### config.mk
export PLATFORM = sky130hd
export DESIGN_NAME = alu_pipe_nb_flat
export DESIGN_NICKNAME = d
export VERILOG_FILES = /design/src/rtl/alu_pkg.sv /design/src/rtl/alu_pipe_nb_if.sv /design/src/rtl/alu_lane_nb.sv /design/src/rtl/alu_pipe_nb.sv /design/src/flat_wrapper.sv
export SDC_FILE = /design/constraint.sdc
export NUM_CORES = 1
export LEC_CHECK = 0
export ABC_AREA = 0
export CAP_MARGIN = 20
export CORE_ASPECT_RATIO = 1.1
export CORE_MARGIN = 2
export CORE_UTILIZATION = 55
export DETAILED_ROUTE_END_ITERATION = 6
export PLACE_DENSITY_LB_ADDON = 0.12
export SYNTH_ARGS = -nofsm -noshare
export SYNTH_HDL_FRONTEND = slang
export SYNTH_SLANG_ARGS = --single-unit
### constraint.sdc
create_clock -name clk -period 5.25 [get_ports clk]
set_clock_uncertainty 0.1 [all_clocks]
set_input_delay 0.7875 -clock clk [delete_from_list [all_inputs] [get_ports clk]]
set_output_delay 0.7875 -clock clk [all_outputs]
set_load 0.1 [all_outputs]
### src/rtl/alu_pkg.sv
// Shared types for the pipelined ALU: control word, multiplier operand selects
// and the result-width helper.
package alu_pkg;

   typedef struct packed {
      logic       pre_x_en;
      logic       pre_x_sub;
      logic       mul_x_en;
      logic [2:0] mul_x_sel;
      logic       pre_y_en;
      logic       pre_y_sub;
      logic       mul_y_en;
      logic [2:0] mul_y_sel;
      logic       post_en;
      logic       post_sub;
      logic       post_sel;
   } alu_ctrl_t;

   localparam logic [2:0] MUL_SEL_X0    = 3'd0;
   localparam logic [2:0] MUL_SEL_X1    = 3'd1;
   localparam logic [2:0] MUL_SEL_Y0    = 3'd2;
   localparam logic [2:0] MUL_SEL_Y1    = 3'd3;
   localparam logic [2:0] MUL_SEL_OTHER = 3'd4;
   localparam logic [2:0] MUL_SEL_ONE   = 3'd5;
   localparam logic [2:0] MUL_SEL_TWO   = 3'd6;
   localparam logic [2:0] MUL_SEL_SQ    = 3'd7;

   function automatic int alu_rw(input int w);
      return 2 * w + 2;
   endfunction

endpackage

### src/rtl/alu_pipe_nb_if.sv
// Command/result bundle of alu_pipe_nb. acc_en/acc_clr exist only when
// ALU_PIPE_ACC_EN is defined.
interface alu_pipe_nb_if import alu_pkg::*; #(parameter int W = 4);

   localparam int RW = alu_rw(W);

   logic [W-1:0]  x0;
   logic [W-1:0]  x1;
   logic [W-1:0]  y0;
   logic [W-1:0]  y1;
   alu_ctrl_t     ctrl;
   logic          cmd_valid;
   logic          cmd_ready;
   logic          res_valid;
   logic          res_ready;
   logic [RW-1:0] res_q;
   logic          carry_q;
   logic          busy;
`ifdef ALU_PIPE_ACC_EN
   logic          acc_en;
   logic          acc_clr;

   modport master (
      output x0, x1, y0, y1, ctrl, cmd_valid, res_ready, acc_en, acc_clr,
      input  cmd_ready, res_valid, res_q, carry_q, busy
   );

   modport slave (
      input  x0, x1, y0, y1, ctrl, cmd_valid, res_ready, acc_en, acc_clr,
      output cmd_ready, res_valid, res_q, carry_q, busy
   );
`else
   modport master (
      output x0, x1, y0, y1, ctrl, cmd_valid, res_ready,
      input  cmd_ready, res_valid, res_q, carry_q, busy
   );

   modport slave (
      input  x0, x1, y0, y1, ctrl, cmd_valid, res_ready,
      output cmd_ready, res_valid, res_q, carry_q, busy
   );
`endif

endinterface

### src/rtl/alu_lane_nb.sv
// One ALU lane: combinational pre add/sub (S1) and multiply/select (S2).
// The pipeline registers between the two halves live in the top.
module alu_lane_nb import alu_pkg::*; #(
   parameter int W  = 4,
   parameter int RW = alu_rw(W)
) (
   input  logic [W-1:0]          a0,
   input  logic [W-1:0]          a1,
   input  logic                  pre_en,
   input  logic                  pre_sub,
   output logic signed [W+1:0]   p,
   input  logic signed [W+1:0]   p_q,
   input  logic signed [W+1:0]   p_other,
   input  logic [W-1:0]          op_x0,
   input  logic [W-1:0]          op_x1,
   input  logic [W-1:0]          op_y0,
   input  logic [W-1:0]          op_y1,
   input  logic                  mul_en,
   input  logic [2:0]            mul_sel,
   output logic [RW-1:0]         m
);

   // Two extra bits: a full-scale sum stays positive and a difference keeps its sign.
   logic [W+1:0]         a0_ext;
   logic [W+1:0]         a1_ext;
   logic signed [W+1:0]  op;
   logic signed [RW-1:0] p_wide;
   logic signed [RW-1:0] op_wide;

   always_comb begin
      a0_ext = {2'b00, a0};
      a1_ext = {2'b00, a1};
      p      = a0_ext;
      if (pre_en) begin
         if (pre_sub) p = a0_ext - a1_ext;
         else         p = a0_ext + a1_ext;
      end
   end

   always_comb begin
      op = p_q;
      case (mul_sel)
         MUL_SEL_X0:    op = {2'b00, op_x0};
         MUL_SEL_X1:    op = {2'b00, op_x1};
         MUL_SEL_Y0:    op = {2'b00, op_y0};
         MUL_SEL_Y1:    op = {2'b00, op_y1};
         MUL_SEL_OTHER: op = p_other;
         MUL_SEL_ONE:   op = {{W{1'b0}}, 2'b01};
         MUL_SEL_TWO:   op = {{W{1'b0}}, 2'b10};
         MUL_SEL_SQ:    op = p_q;
         default:       op = p_q;
      endcase
   end

   always_comb begin
      p_wide  = {{(RW-W-2){p_q[W+1]}}, p_q};
      op_wide = {{(RW-W-2){op[W+1]}}, op};
      m       = mul_en ? p_wide * op_wide : p_wide;
   end

endmodule

### src/rtl/alu_pipe_nb.sv
// Three-stage valid/ready ALU pipeline (pre -> mul -> post) on W-bit operands.
// Optional result accumulator is compiled in with ALU_PIPE_ACC_EN.
module alu_pipe_nb import alu_pkg::*; #(
   parameter int W = 4
) (
   input logic            clk,
   input logic            rst_n,
   alu_pipe_nb_if.slave   bus
);

   localparam int RW = alu_rw(W);
   localparam int PW = W + 2;

   alu_ctrl_t ctrl;
   logic      v1, v2, v3;
   logic      adv1, adv2;
   logic      cmd_ready;
   logic      accept;

   logic signed [PW-1:0] p_x, p_y;
   logic [RW-1:0]        m_x, m_y;

   logic signed [PW-1:0] s1_px, s1_py;
   logic [W-1:0]         s1_x0, s1_x1, s1_y0, s1_y1;
   logic                 s1_mul_x_en, s1_mul_y_en;
   logic [2:0]           s1_mul_x_sel, s1_mul_y_sel;
   logic                 s1_post_en, s1_post_sub, s1_post_sel;

   logic [RW-1:0]        s2_mx, s2_my;
   logic                 s2_post_en, s2_post_sub, s2_post_sel;

   logic [RW:0]          sum_ext;
   logic [RW-1:0]        diff;
   logic [RW-1:0]        post_r;
   logic                 post_c;
   logic [RW-1:0]        out_r;
   logic                 out_c;
   logic [RW-1:0]        res_q;
   logic                 carry_q;

   assign ctrl = bus.ctrl;

   // Backpressure ripples combinationally from res_ready to cmd_ready.
   assign adv2      = v2 && (!v3 || bus.res_ready);
   assign adv1      = v1 && (!v2 || adv2);
   assign cmd_ready = !v1 || adv1;
   assign accept    = bus.cmd_valid && cmd_ready;

   assign bus.cmd_ready = cmd_ready;
   assign bus.res_valid = v3;
   assign bus.busy      = v1 || v2 || v3;
   assign bus.res_q     = res_q;
   assign bus.carry_q   = carry_q;

   always_ff @(posedge clk or negedge rst_n) begin
      if (!rst_n) begin
         v1 <= 1'b0;
         v2 <= 1'b0;
         v3 <= 1'b0;
      end else begin
         v1 <= accept || (v1 && !adv1);
         v2 <= adv1 || (v2 && !adv2);
         v3 <= adv2 || (v3 && !bus.res_ready);
      end
   end

   alu_lane_nb #(.W(W), .RW(RW)) u_lane_x (
      .a0      (bus.x0),
      .a1      (bus.x1),
      .pre_en  (ctrl.pre_x_en),
      .pre_sub (ctrl.pre_x_sub),
      .p       (p_x),
      .p_q     (s1_px),
      .p_other (s1_py),
      .op_x0   (s1_x0),
      .op_x1   (s1_x1),
      .op_y0   (s1_y0),
      .op_y1   (s1_y1),
      .mul_en  (s1_mul_x_en),
      .mul_sel (s1_mul_x_sel),
      .m       (m_x)
   );

   alu_lane_nb #(.W(W), .RW(RW)) u_lane_y (
      .a0      (bus.y0),
      .a1      (bus.y1),
      .pre_en  (ctrl.pre_y_en),
      .pre_sub (ctrl.pre_y_sub),
      .p       (p_y),
      .p_q     (s1_py),
      .p_other (s1_px),
      .op_x0   (s1_x0),
      .op_x1   (s1_x1),
      .op_y0   (s1_y0),
      .op_y1   (s1_y1),
      .mul_en  (s1_mul_y_en),
      .mul_sel (s1_mul_y_sel),
      .m       (m_y)
   );

   always_ff @(posedge clk) begin
      if (accept) begin
         s1_px        <= p_x;
         s1_py        <= p_y;
         s1_x0        <= bus.x0;
         s1_x1        <= bus.x1;
         s1_y0        <= bus.y0;
         s1_y1        <= bus.y1;
         s1_mul_x_en  <= ctrl.mul_x_en;
         s1_mul_x_sel <= ctrl.mul_x_sel;
         s1_mul_y_en  <= ctrl.mul_y_en;
         s1_mul_y_sel <= ctrl.mul_y_sel;
         s1_post_en   <= ctrl.post_en;
         s1_post_sub  <= ctrl.post_sub;
         s1_post_sel  <= ctrl.post_sel;
      end
      if (adv1) begin
         s2_mx       <= m_x;
         s2_my       <= m_y;
         s2_post_en  <= s1_post_en;
         s2_post_sub <= s1_post_sub;
         s2_post_sel <= s1_post_sel;
      end
   end

   always_comb begin
      sum_ext = {1'b0, s2_mx} + {1'b0, s2_my};
      diff    = s2_mx - s2_my;
      post_r  = s2_post_sel ? s2_my : s2_mx;
      post_c  = 1'b0;
      if (s2_post_en) begin
         if (s2_post_sub) begin
            post_r = diff;
            post_c = s2_mx < s2_my;
         end else begin
            post_r = sum_ext[RW-1:0];
            post_c = sum_ext[RW];
         end
      end
   end

`ifdef ALU_PIPE_ACC_EN
   logic          s1_acc_en, s1_acc_clr;
   logic          s2_acc_en, s2_acc_clr;
   logic [RW-1:0] acc;
   logic [RW-1:0] acc_base;
   logic [RW:0]   acc_sum;

   always_ff @(posedge clk) begin
      if (accept) begin
         s1_acc_en  <= bus.acc_en;
         s1_acc_clr <= bus.acc_clr;
      end
      if (adv1) begin
         s2_acc_en  <= s1_acc_en;
         s2_acc_clr <= s1_acc_clr;
      end
   end

   always_comb begin
      acc_base = s2_acc_clr ? '0 : acc;
      acc_sum  = {1'b0, acc_base} + {1'b0, post_r};
      out_r    = s2_acc_en ? acc_sum[RW-1:0] : post_r;
      out_c    = s2_acc_en ? acc_sum[RW]     : post_c;
   end

   always_ff @(posedge clk or negedge rst_n) begin
      if (!rst_n) begin
         acc <= '0;
      end else if (adv2 && (s2_acc_en || s2_acc_clr)) begin
         acc <= out_r;
      end
   end
`else
   always_comb begin
      out_r = post_r;
      out_c = post_c;
   end
`endif

   always_ff @(posedge clk or negedge rst_n) begin
      if (!rst_n) begin
         res_q   <= '0;
         carry_q <= 1'b0;
      end else if (adv2) begin
         res_q   <= out_r;
         carry_q <= out_c;
      end
   end

endmodule

### src/flat_wrapper.sv
// flat-port wrapper written by rule: the top's interface ports become plain ports
module alu_pipe_nb_flat import alu_pkg::*;
#(
   parameter int W = 4
)
  (clk, rst_n, bus_x0, bus_x1, bus_y0, bus_y1, bus_ctrl, bus_cmd_valid, bus_res_ready, bus_cmd_ready, bus_res_valid, bus_res_q, bus_carry_q, bus_busy);
  alu_pipe_nb_if #(.W(W)) bus_i ();
  input logic clk;
  input logic rst_n;
  input wire logic [$bits(bus_i.x0)-1:0] bus_x0;
  input wire logic [$bits(bus_i.x1)-1:0] bus_x1;
  input wire logic [$bits(bus_i.y0)-1:0] bus_y0;
  input wire logic [$bits(bus_i.y1)-1:0] bus_y1;
  input wire logic [$bits(bus_i.ctrl)-1:0] bus_ctrl;
  input wire logic [$bits(bus_i.cmd_valid)-1:0] bus_cmd_valid;
  input wire logic [$bits(bus_i.res_ready)-1:0] bus_res_ready;
  output wire logic [$bits(bus_i.cmd_ready)-1:0] bus_cmd_ready;
  output wire logic [$bits(bus_i.res_valid)-1:0] bus_res_valid;
  output wire logic [$bits(bus_i.res_q)-1:0] bus_res_q;
  output wire logic [$bits(bus_i.carry_q)-1:0] bus_carry_q;
  output wire logic [$bits(bus_i.busy)-1:0] bus_busy;
  assign bus_i.x0 = bus_x0;
  assign bus_i.x1 = bus_x1;
  assign bus_i.y0 = bus_y0;
  assign bus_i.y1 = bus_y1;
  assign bus_i.ctrl = bus_ctrl;
  assign bus_i.cmd_valid = bus_cmd_valid;
  assign bus_i.res_ready = bus_res_ready;
  assign bus_cmd_ready = bus_i.cmd_ready;
  assign bus_res_valid = bus_i.res_valid;
  assign bus_res_q = bus_i.res_q;
  assign bus_carry_q = bus_i.carry_q;
  assign bus_busy = bus_i.busy;
  alu_pipe_nb #(.W(W)) u_core (.clk(clk), .rst_n(rst_n), .bus(bus_i));
endmodule
**After elaboration in Yosys (flattened, before gate mapping)**

Cells that the tools add are included.

- Bits in registers: 76
- Input port bits: 35
- Output and inout port bits: 14
- Word-level logic and storage cells: 83

- Add/sub/neg operators: 6
- Multiply operators: 2
- Magnitude comparators: 1
- Equal/unequal tests: 14
- Mux-type cells: 13
- Reduce and logical (&&, ||, !) cells: 22

Operators by type and width:

| operator | count |
|---|---|
| case mux 6 bit (8 select lines) | 2 |
| two-way mux 10 bit | 5 |
| == test 3 bit, second input constant | 8 |
| multiplier 6 x 6 -> 10 bit | 2 |
| == test 3 x 2 -> 1 bit, second input constant | 4 |
| two-way mux 6 bit | 2 |
| adder 10 x 10 -> 11 bit | 1 |
| adder 4 x 4 -> 5 bit | 2 |
| < comparator 10 bit | 1 |
| subtractor 10 bit | 1 |
| subtractor 4 x 4 -> 5 bit | 2 |
| logical OR 1 bit | 8 |
| two-way mux 4 bit | 2 |
| == test 3 x 1 -> 1 bit, second input constant | 2 |
| logical AND 1 bit | 6 |
| logical NOT 1 bit | 6 |
| logical NOT 3 bit | 2 |
| two-way mux 1 bit | 2 |

**Depth between registers and ports, before layout**

- Depth in word-level cells: 8
- Mapped depth: 25

**By module**

Synthesis repeated with hierarchy kept, for this count alone.

- Cell total of the unflattened synthesis: 698
- Area, all modules: 7113.1 um2

By module, submodules not included:

| module | times used | cells each | area an instance (um2) | seq. area each (um2) |
|---|---|---|---|---|
| alu_pipe_nb | 1 | 264 | 3525.9 | 2212.1 |
| alu_lane_nb (u_core.u_lane_y) | 1 | 216 | 1794.2 | 0.0 |
| alu_lane_nb (u_core.u_lane_x) | 1 | 218 | 1793.0 | 0.0 |

**Least setup slack after synthesis**

Ideal clock, no wire load.

- Path type: register -> register
- Start: register u_core.s1_mul_y_sel[1]
- End: register u_core.s2_my[9], data pin
- Setup time: 0.259 ns
- Arrival time: 4.989 ns
- Required time: 4.891 ns
- Slack: -0.098 ns
- Stages on the path, launching flop included: 24
- Buffers on the path: 1
- Period minus slack after synthesis: 5.348 ns
- Path through: edfxtp_1 -> buf_2 -> mux2_2 -> nand2_1 -> o21ai_0 -> o22a_1 -> and2_1 -> fa_1 -> inv_1 -> fa_1 -> inv_1 -> fa_1 -> inv_1 -> fa_1 -> inv_1 -> ha_1 -> a21oi_1 -> nor2b_1 -> o21ai_0 -> a21oi_1 -> xnor2_1 -> xnor2_1 -> a21oi_1 -> or2_1

- Longest elaborated chain between the ends: 4
- Elaborated cells on any way between the ends: 11
- Those cells by class: mul: 1; eq/ne: 7; mux: 2; reduce/logical: 1

Ends and longest elaborated chain:

| what | line | RTL |
|---|---|---|
| from (decl) | alu_pipe_nb.sv:26 | `logic [2:0] s1_mul_x_sel, s1_mul_y_sel;` |
| from (signal assigned) | alu_pipe_nb.sv:112 | `s1_mul_y_sel <= ctrl.mul_y_sel;` |
| == test 3 bit (tied with other cells) | alu_lane_nb.sv:42 | `case (mul_sel)` |
| case mux 6 bit (8 select lines) (*) | alu_lane_nb.sv:42 |  |
| multiplier 6 x 6 -> 10 bit (*) | alu_lane_nb.sv:58 | `m = mul_en ? p_wide * op_wide : p_wide;` |
| two-way mux 10 bit (*) | alu_lane_nb.sv:58 |  |
| via u_core.m_y[9] | alu_pipe_nb.sv:21 | `logic [RW-1:0] m_x, m_y;` |
| to (signal assigned) | alu_pipe_nb.sv:119 | `s2_my <= m_y;` |
| to (decl) | alu_pipe_nb.sv:29 | `logic [RW-1:0] s2_mx, s2_my;` |

The timed path passes the listed nets; every way through them passes the cells marked *.
A chain may end at the register's enable or synchronous reset.

**Worst setup path after layout**

- Start: register u_core.s1_mul_y_sel[2]
- End: register u_core.s2_my[9], data pin

The elaborated chain is that of the path after synthesis.

==> reports/metrics.yaml <==
drv_slew: 0
hp-start: "u_core.s1_post_sub"
power_density_nw_per_um2: 404
core_um2: 12100
reg2reg_depth: 20
p_int_mw: 2.03
crit_start: "u_core.s1_mul_y_sel[2]"
path_delay_family: "adder cells"
r2r-end: "u_core.s2_my[9]"
clock_path_buffers: 2
place_congestion: 0.933
num_antenna_cells: 0
grt_remaining_overflow: 0
grtUsageMet2: 0.431
combPwrFrac: 0.530
grt_max_degree: 40
routedWlPerCell_um: 15.2
numCtsBuffers: 9
cpMostUsedCell: "fa_1"
start_kind: "flop"
pwr-share-clk: 0.212
p_sw_mw: 1.37
antenna_found_initial: 0
cts_tree: "yes"
ir_drop_uv: 341
port_buffers: 48
firstDrtPassIters: 4
grtUsageMet1: 0.234
synth_nets: 847
worstPathBufferInverterCount: 4
hold_path.class: "reg -> reg"
die_h_um: 121
cts.htree.levels: 3
yosysUniqueCellTypes: 62
netlist_area_um2: 6880
drt_iter0_drc: 232
p_leak_nw: 3.77
avgSynthCellArea_um2: 9.88
grt_pass1_vias: 5370
synthCells: 696
maxCapViolations: 0
cp_slowest_cell: "fa_1"
synth_top_flop_cell: "edfxtp_1"
fin_area_um2: 8430
min_period_ns: 5.18
setup_viol: 0
via_count: 5161
r2r_setup_slack_ns: 0.07
outcome: "finished clean"
drc: 0
synth_seq_area_share: 0.322
drtAntennaViolNets: 0
num_rows: 42
cp-end-kind: "flop"
die_x_um: 111
fin_crit_sh: 0.987
fin_ws_ns: 0.0673
grt_pass1_wl_um: 24100
clock.fmax_ghz: 0.193
io_pins: 49
start_util: 0.566
slew_headroom: 0.357
critPathMaxStageDelay_ns: 0.55
whs_ns: 0.319
cts.sink_count: 76
die_area_um2: 13400
cp_num_cells: 20
clockRootBuffer: "clkbuf_16"
path_class: "reg -> reg"
yosys_warnings: 0
layout-drive-gt1-share: 0.176
required_ns: 5.25
nets: 941
seqPwrFrac: 0.258
met3_usage: 0.0355
wirelength_um: 14500
clk_latency_ns: 0.34
cp.arrival_ns: 5.18
grt.busiest_layer: "met2"
synth_seq_cells: 76
r2r-start: "u_core.s1_mul_y_sel[2]"
pre_cts_slack_ns: -0.0788
dp_hpwl_um: 11400
synth_edf_count: 62
hold_viol: 0
worstMarginPinSlew_ns: 0.962
async_flop_share: 0.184
critPathMaxFanout: 6
vias_per_cell: 5.44
grtUsageTotal: 0.225
cts.clk_slew.worst_paths_ns: 0.06
crit_chain: "or3_4 > o22a_1 > and2_4 > fa_1 > inv_2 > fa_1 > inv_2 > fa_1 > inv_1 > fa_1 > inv_2 > ha_4 > a21oi_2 > nor2b_2 > o21ai_2 > a21oi_2 > xnor2_2 > xnor2_1 > a21oi_1 > or2_1"
grt_setup_unrepaired: "true"
power_mw: 3.40
p_sw_frac: 0.404
crit_end: "u_core.s2_my[9]"
dpl_cell_area_um2: 7750
area_growth_pct: 22.6
[placed cells by master, fill, tap and decap left out, drive strengths merged, types with 8 or more instances in the layout]
cell type      instances
inv                   93
ha                    68
edfxtp                62
nor2                  62
nand2                 58
buf                   52
clkdlybuf4s50         48
fa                    48
a21oi                 46
o21ai                 38
and2                  31
xnor2                 24
mux2i                 21
dfrtp                 14
nor2b                 12
nor3                  10
xor2                   9
nand2b                 9
clkbuf                 9
mux2                   8
[worst min path at each step]
stage	slack [ns]	end	depth (start not counted)
after detailed placement	0.30	u_core.s2_post_en	0
after floorplan	0.30	u_core.s2_post_en	0
final	0.32	u_core.s2_post_sub	0
after global placement	0.31	u_core.s2_post_sub	0
after global routing	0.32	u_core.s2_post_sub	0
after CTS	0.32	u_core.s2_post_en	0
[synthesized netlist by cell type, types with 2 or more instances]
library cell	instances	area, um^2
a211oi_1	3	22.5
a21boi_0	2	15.0
or3_1	4	25.0
xnor2_1	24	210
nand2_1	57	214
mux2_2	8	90.1
a21oi_1	45	225
o21a_1	5	37.5
dfrtp_1	14	350
nor2_2	3	18.8
a21o_1	3	22.5
nor2_1	59	221
a221oi_1	2	17.5
mux4_2	3	67.6
a22oi_1	3	22.5
nor3_1	10	50.1
nor2b_1	12	75.1
o31ai_1	4	30.0
or2_2	3	18.8
buf_4	4	30.0
ha_1	68	851
inv_1	91	342
edfxtp_1	62	1860
nand2b_1	9	56.3
xor2_1	9	78.8
or2b_1	2	15.0
a31o_2	2	17.5
fa_1	48	961
nand3_1	6	30.0
o21ai_0	36	180
o22ai_1	2	12.5
o211ai_1	2	15.0
o21bai_1	4	30.0
mux2i_1	21	210
and2_1	30	188
clkbuf_1	10	37.5
[registers in the layout, indices dropped and copies added (netlist names), 3 cells and up]
| signal | cells |
|---|---|
| u_core.s1_mul_x_sel | 3 |
| u_core.bus.res_q | 10 |
| u_core.s1_px | 6 |
| u_core.s1_x0 | 4 |
| u_core.s1_mul_y_sel | 3 |
| u_core.s1_x1 | 4 |
| u_core.s1_py | 6 |
| u_core.s1_y0 | 4 |
| u_core.s2_mx | 10 |
| u_core.s1_y1 | 4 |
| u_core.s2_my | 10 |
[kinds of logic after synthesis]
kind of cell,Yosys count,synth area share
buffers and inverters,108,0.0624
adders and majority gates,116,0.264
xor gates and xnor gates,33,0.0420
and+or+nand+nor,204,0.144
DFF,76,0.322
muxes,32,0.0535
AOI/OAI and AO/OA,127,0.113
[power groups by stage]
stage	Clock, mW	Combinational [mW]	Sequential (mW)
3_3_place_gp	0	1.59	0.887
6_report	0.720	1.80	0.878
2_1_floorplan	0	0.997	1.12
4_1_cts	0.727	1.67	0.879
3_5_place_dp	0	1.63	0.891
5_1_grt	0.750	2.00	0.894
[what timing repair did]
action                     CTS  global route
hold buffers                 0             0
setup buffers                9             6
pin swaps                   15            49
setup endpoints to repair    2             4
gates resized for setup      7            46
[area by class of cell]
cell class | count | area, um^2
fill | 884 | 3710
clock buffer | 9 | 225
sequential | 76 | 2210
inverter | 91 | 342
timing repair buffer | 100 | 895
tap | 154 | 193
clock inverter | 7 | 121
multi-input combinational | 512 | 4440
[through the flow]
stage	std cells	utilization	setup TNS (ns)
floorplan	696	-	0
global placement	918	0.639	0
detailed placement	918	0.639	-0.0888
CTS	943	0.674	0
global route	949	0.694	-0.341
finish	949	0.694	0
[routing by layer]
layer,share of wire,up-vias
li1,-,2532
met1,0.39,2473
met2,0.53,110
met3,0.028,46
met4,0.051,0
met5,0,-
(Power assumes the default switching activity.)
